**src/rtl/cpu_defines.sv**
```systemverilog
// rtl/cpu_defines.sv - shared CPU widths, constants and fetch entry type
package cpu_defines;

    localparam int WORD_WIDTH = 32;
    localparam int ADDR_WIDTH = 32;

    localparam logic [ADDR_WIDTH-1:0] DEFAULT_RESET_PC = 32'h0000_0000;
    localparam logic [WORD_WIDTH-1:0] INSTRUCTION_NOP  = 32'h0000_0000;
    localparam logic [ADDR_WIDTH-1:0] PC_INCREMENT     = 32'd4;

    // One prefetched instruction tagged with the address it was read from.
    typedef struct packed {
        logic [ADDR_WIDTH-1:0] pc;
        logic [WORD_WIDTH-1:0] instruction;
    } fetch_entry_t;

endpackage

```
**src/rtl/fetch_fifo.sv**
```systemverilog
// rtl/fetch_fifo.sv - prefetch FIFO of {pc, instruction} entries
//
// Ports:
//   clock, reset       rising-edge clock, synchronous active-low reset
//   push, push_entry   write one entry at the edge
//   pop                retire the head entry at the edge
//   flush              empty the FIFO; wins over push
//   count              number of stored entries (0..DEPTH)
//   head               oldest entry, meaningful only when count != 0
module fetch_fifo
    import cpu_defines::*;
#(
    parameter int DEPTH = 2
) (
    input  logic                     clock,
    input  logic                     reset,
    input  logic                     push,
    input  fetch_entry_t             push_entry,
    input  logic                     pop,
    input  logic                     flush,
    output logic [$clog2(DEPTH):0]   count,
    output fetch_entry_t             head
);

    localparam int AW = $clog2(DEPTH);
    localparam int CW = AW + 1;

    fetch_entry_t          mem [DEPTH];
    logic [AW-1:0]         wr_ptr;
    logic [AW-1:0]         rd_ptr;

    always_ff @(posedge clock) begin
        if (!reset || flush) begin
            wr_ptr <= '0;
            rd_ptr <= '0;
            count  <= '0;
        end else begin
            if (push) begin
                wr_ptr <= wr_ptr + 1'b1;
            end
            if (pop) begin
                rd_ptr <= rd_ptr + 1'b1;
            end
            // Push and pop together leave count unchanged, even when full.
            count <= count + CW'(push) - CW'(pop);
        end
    end

    always_ff @(posedge clock) begin
        if (reset && !flush && push) begin
            mem[wr_ptr] <= push_entry;
        end
    end

    assign head = mem[rd_ptr];

endmodule

```
**src/rtl/fetch_stage.sv**
```systemverilog
// rtl/fetch_stage.sv - instruction fetch front end between ROM and decode
//
// Ports:
//   clock, reset                        rising-edge clock, synchronous active-low reset
//   rom_enable, rom_address, rom_data   1-cycle-latency synchronous ROM read port
//   out_valid, out_ready                handshake towards decode
//   out_pc, out_instruction             presented {pc, instruction}
//   redirect_valid, redirect_target     one-cycle branch/jump strobe from execute
module fetch_stage
    import cpu_defines::*;
#(
    parameter logic [ADDR_WIDTH-1:0] RESET_PC = DEFAULT_RESET_PC,
    parameter int                    DEPTH    = 2
) (
    input  logic                  clock,
    input  logic                  reset,
    output logic                  rom_enable,
    output logic [ADDR_WIDTH-1:0] rom_address,
    input  logic [WORD_WIDTH-1:0] rom_data,
    output logic                  out_valid,
    input  logic                  out_ready,
    output logic [ADDR_WIDTH-1:0] out_pc,
    output logic [WORD_WIDTH-1:0] out_instruction,
    input  logic                  redirect_valid,
    input  logic [ADDR_WIDTH-1:0] redirect_target
);

    localparam int CW = $clog2(DEPTH) + 1;
    localparam logic [CW:0] DEPTH_LIMIT = (CW+1)'(DEPTH);

    logic [ADDR_WIDTH-1:0] pc;
    logic [ADDR_WIDTH-1:0] inflight_pc;
    logic                  inflight;
    logic                  pop;
    logic                  issue;
    logic [CW-1:0]         count;
    logic [CW:0]           occupancy;
    fetch_entry_t          head;
    fetch_entry_t          last_entry;
    fetch_entry_t          push_entry;
    logic                  unused_target_bits;

    assign unused_target_bits = ^redirect_target[1:0];

    // Slots that will be taken after this edge if nothing new is issued.
    // pop implies count >= 1, so this cannot underflow.
    assign occupancy = {1'b0, count} + (CW+1)'(inflight) - (CW+1)'(pop);

    assign out_valid = reset & (count != '0) & !redirect_valid;
    assign pop       = out_valid & out_ready;
    assign issue     = reset & !redirect_valid & (occupancy < DEPTH_LIMIT);

    assign rom_enable  = issue;
    assign rom_address = pc;

    // The word returned this cycle belongs to the address issued last cycle.
    // A redirect in this cycle flushes the FIFO, which also drops this word.
    assign push_entry = '{pc: inflight_pc, instruction: rom_data};

    fetch_fifo #(
        .DEPTH (DEPTH)
    ) u_fifo (
        .clock      (clock),
        .reset      (reset),
        .push       (inflight),
        .push_entry (push_entry),
        .pop        (pop),
        .flush      (redirect_valid),
        .count      (count),
        .head       (head)
    );

    always_ff @(posedge clock) begin
        if (!reset) begin
            pc          <= {RESET_PC[ADDR_WIDTH-1:2], 2'b00};
            inflight    <= 1'b0;
            inflight_pc <= '0;
            last_entry  <= '{pc: '0, instruction: INSTRUCTION_NOP};
        end else begin
            inflight <= issue;
            if (issue) begin
                inflight_pc <= pc;
            end
            if (redirect_valid) begin
                pc <= {redirect_target[ADDR_WIDTH-1:2], 2'b00};
            end else if (issue) begin
                pc <= pc + PC_INCREMENT;
            end
            // Remember what decode last saw so an empty FIFO keeps it steady.
            if (count != '0) begin
                last_entry <= head;
            end
        end
    end

    always_comb begin
        out_pc          = '0;
        out_instruction = '0;
        if (reset) begin
            if (count != '0) begin
                out_pc          = head.pc;
                out_instruction = head.instruction;
            end else begin
                out_pc          = last_entry.pc;
                out_instruction = last_entry.instruction;
            end
        end
    end

endmodule
```
**config.mk**
```make
export PLATFORM = sky130hd
export DESIGN_NAME = fetch_stage
export DESIGN_NICKNAME = d
export VERILOG_FILES = /design/src/rtl/cpu_defines.sv /design/src/rtl/fetch_fifo.sv /design/src/rtl/fetch_stage.sv
export SDC_FILE = /design/constraint.sdc
export NUM_CORES = 1
export LEC_CHECK = 0
export CAP_MARGIN = 15
export CORE_UTILIZATION = 57
export CTS_CLUSTER_SIZE = 20
export DETAILED_ROUTE_END_ITERATION = 12
export HOLD_SLACK_MARGIN = 0.06
export PLACE_DENSITY = 0.85
export SYNTH_ARGS = -nofsm -noshare
export SYNTH_HDL_FRONTEND = slang
export SYNTH_SLANG_ARGS = --single-unit
export TNS_END_PERCENT = 30
```
**constraint.sdc**
```tcl
create_clock -name clock -period 15.1 [get_ports clock]
set_input_delay 4.53 -clock clock [delete_from_list [all_inputs] [get_ports clock]]
set_output_delay 4.53 -clock clock [all_outputs]
set_load 0.005 [all_outputs]
```
==> impl_metrics.py <==
metrics = {
    "grt": {
        "gr-total-overflow": 0,
        "globalRouteTotalUtil": 0.227,
        "grt_max_degree": 106,
        "grt_pass1_wl_um": 32700,
        "grt_pass1_vias": 6609,
        "antenna_found_initial": 0,
    },
    "power_and_ir_drop": {
        "internal_power_uw": 1190,
        "peakVddDrop_mv": 0.0812,
        "p_leak_uw": 0.00396,
        "pwr-share-comb": 0.083,
        "pwr-share-clk": 0.422,
        "p_seq_frac": 0.495,
        "p_total_uw": 1520,
        "power_density_nw_per_um2": 122,
        "p_sw_frac": 0.216,
        "switchingPower_uw": 329,
    },
    "routing": {
        "route.detailed.drc": 0,
        "vias": 6936,
        "detail_route.vias_per_cell": 5.73,
        "drt_iter0_markers": 290,
        "wl_per_cell_um": 16.9,
        "first_pass_iters": 5,
        "drt-total-wl_um": 20500,
        "antenna_left": 0,
    },
    "clock_network": {
        "cts-root-buf": "clkbuf_16",
        "clockBufferDepth": 3,
        "cts_tree": "yes",
        "h-tree-depth": 1,
        "cts_buffers": 25,
        "clock_latency_ns": 0.51,
        "postCtsResizedCells": 0,
        "clk_pin_slew_ns": 0.06,
        "cts.sinks": 252,
        "cts_setup_buffers": 0,
        "hold_buffers": 0,
    },
    "layout": {
        "syn_to_final_growth_pct": 25.9,
        "regArea_um2": 6290,
        "drive_gt1_frac": 0.0596,
        "multi_input_area_um2": 3330,
        "diodes": 0,
        "fillers": 1125,
        "final_area_um2": 12500,
        "nets": 1043,
    },
    "synth": {
        "ys_types": 48,
        "synth_edf_count": 124,
        "syn-instance-count": 843,
        "yosys_warnings": 0,
        "ys_seq_area_frac": 0.635,
        "async_reset_ff_frac": 0,
        "synth_seq_cells": 252,
        "synth_area_um2": 9900,
        "syn_area_per_cell_um2": 11.7,
        "yosys_most_used_dff": "dfxtp_1",
    },
    "floorplan": {
        "dieHeight_um": 134,
        "rows": 47,
        "io_pins": 166,
        "start_util": 0.591,
        "fp.dieW_um": 134,
        "fp.dieArea_um2": 17900,
        "core_um2": 16800,
    },
    "sta": {
        "timing.fmax_mhz": 75.2,
        "fin_ws_ns": 1.80,
        "relSlewSlack": 0.256,
        "grt_setup_unrepaired": "no",
        "tns_ns": 0,
        "worstMarginPinSlew_ns": 1.12,
        "timing.final.crit_share": 0.881,
        "layout_min_cycle_time_ns": 13.30,
        "setup_viol": 0,
        "slew_viol_final": 0,
        "fin_hold_ws_ns": 0.452,
        "final_hold_viol_count": 0,
        "fin_worst_skew_ns": 0.0151,
    },
    "place": {
        "dp_hpwl_um": 12400,
        "dp_slack_ns": 1.90,
        "placed_area_um2": 11600,
        "portBuffers": 159,
        "globalplace.congestion": 0.852,
    },
    "worst_setup_path": {
        "r2r_slack_ns": 11.54,
        "r2r-start": "u_fifo.count[1]",
        "endpoint": "rom_enable",
        "cp_max_fo": 33,
        "cp-start-kind": "primary input",
        "critPathCaptureType": "output pin",
        "arrival_ns": 8.77,
        "path_class": "primary input to output pin",
        "reg2reg_depth": 13,
        "r2r-end": "rom_address[21]",
        "cp-startpoint": "reset",
        "required_ns": 10.57,
    },
    "worst_hold_path": {
        "hold_class": "register to register",
        "min_from": "inflight_pc[26]",
    },
    "flow_run": {
        "cap_viol_max_count": 0,
    },
    "outcome": {
        "status": "finished clean",
    },
}
-- through the flow --
step / instances / utilization
after global placement: 1163 / 0.690
after CTS: 1209 / 0.742
after detailed placement: 1163 / 0.690
final: 1210 / 0.743
after floorplan: 846 / -
after global routing: 1210 / 0.743
-- Yosys cell counts (all sizes together), types with 3 or more instances --
cell type	instances	area, um2
nand3	13	65.1
nor4	10	68.8
mux2i	63	631
clkbuf	49	184
and4	6	52.6
edfxtp	124	3720
buf	19	93.8
nand2	76	285
and3	6	37.5
dfxtp	128	2560
xor2	10	87.6
ha	3	37.5
nor3	3	15.0
or2	3	18.8
xnor2	14	123
nand4	10	62.6
inv	9	33.8
nor2	75	282
nor4b	3	26.3
a21oi	50	254
o311ai	4	35.0
a211oi	126	946
o21ai	13	65.1
-- area by class of cell --
class                   instances  area share
flip-flops and latches        252       0.505
multi-input cells             516       0.267
clock buffers                  28      0.0511
repair buffers                166       0.134
well taps                     220      0.0221
clock inverters                18      0.0184
inverters                      10     0.00321
-- placed cells by master (no fill, tap or decap), drive strengths merged, types with 4 or more instances in the layout --
| cell | netlist | routed |
|---|---|---|
| clkdlybuf4s50 | 0 | 159 |
| dfxtp | 128 | 128 |
| a211oi | 126 | 126 |
| edfxtp | 124 | 124 |
| nand2 | 76 | 76 |
| nor2 | 75 | 75 |
| mux2i | 63 | 63 |
| a21oi | 50 | 50 |
| clkbuf | 49 | 28 |
| xnor2 | 14 | 14 |
| nand3 | 13 | 13 |
| o21ai | 13 | 13 |
| inv | 9 | 12 |
| nand4 | 10 | 10 |
| xor2 | 10 | 10 |
| nor4 | 10 | 10 |
| buf | 19 | 7 |
| clkinv | 1 | 7 |
| and4 | 6 | 6 |
| and3 | 6 | 6 |
| bufinv | 0 | 5 |
| o311ai | 4 | 4 |
| conb | 1 | 4 |
| clkinvlp | 0 | 4 |
-- flip-flops by register name (all words and copies together), names as in the netlist, named ones only --
name and count:
rom_address 30, u_fifo.count 2, u_fifo.rd_ptr 1, inflight 1, last_entry 62, u_fifo.wr_ptr 1, u_fifo.mem 124, inflight_pc 30
-- cells by family after synthesis --
kind of cell | after synthesis | share of synthesized area
other | 1 | 0.000379
buffers and inverters | 78 | 0.0319
and+or+nand+nor | 213 | 0.0982
xor gates and xnor gates | 24 | 0.0212
muxes | 64 | 0.0648
DFF | 252 | 0.635
AOI/OAI and AO/OA | 207 | 0.143
adders and majority gates | 4 | 0.00581
-- worst min path at each step --
| stage | end | slack, ns | cells after the start |
|---|---|---|---|
| floorplan | u_fifo.mem[0][34] | 0.43 | 0 |
| global placement | u_fifo.mem[0][47] | 0.43 | 0 |
| detailed placement | u_fifo.mem[1][40] | 0.44 | 0 |
| CTS | u_fifo.mem[0][40] | 0.45 | 0 |
| global route | u_fifo.mem[1][34] | 0.47 | 0 |
| finish | u_fifo.mem[0][58] | 0.45 | 0 |
-- worst max-delay path: stages --
cell and delay [ns]:
clkdlybuf4s50_1 0.99, nand2b_1 0.33, a21oi_1 0.25, and2_1 0.18, ha_1 0.23, inv_1 0.06, ha_1 0.15, fa_1 0.54
or3_1 0.46, inv_2 0.43, clkdlybuf4s50_1 0.61
-- routing by layer --
layer | vias to the layer above | wire (um) | track usage
met2 | 216 | 9580 | 0.379
met4 | 0 | 304 | 0.0511
met5 | - | 0 | 0
met3 | 26 | 1530 | 0.0438
met1 | 3271 | 9070 | 0.308
li1 | 3423 | - | -
-- power by group through the flow --
stage               clock [uW]  combinational (uW)  sequential (uW)
floorplan                    0                64.6              764
CTS                        653                 126              753
global placement             0                 121              767
global route               683                 138              756
finish                     643                 127              753
detailed placement           0                 125              768
Power figures use the tool's default switching activity.
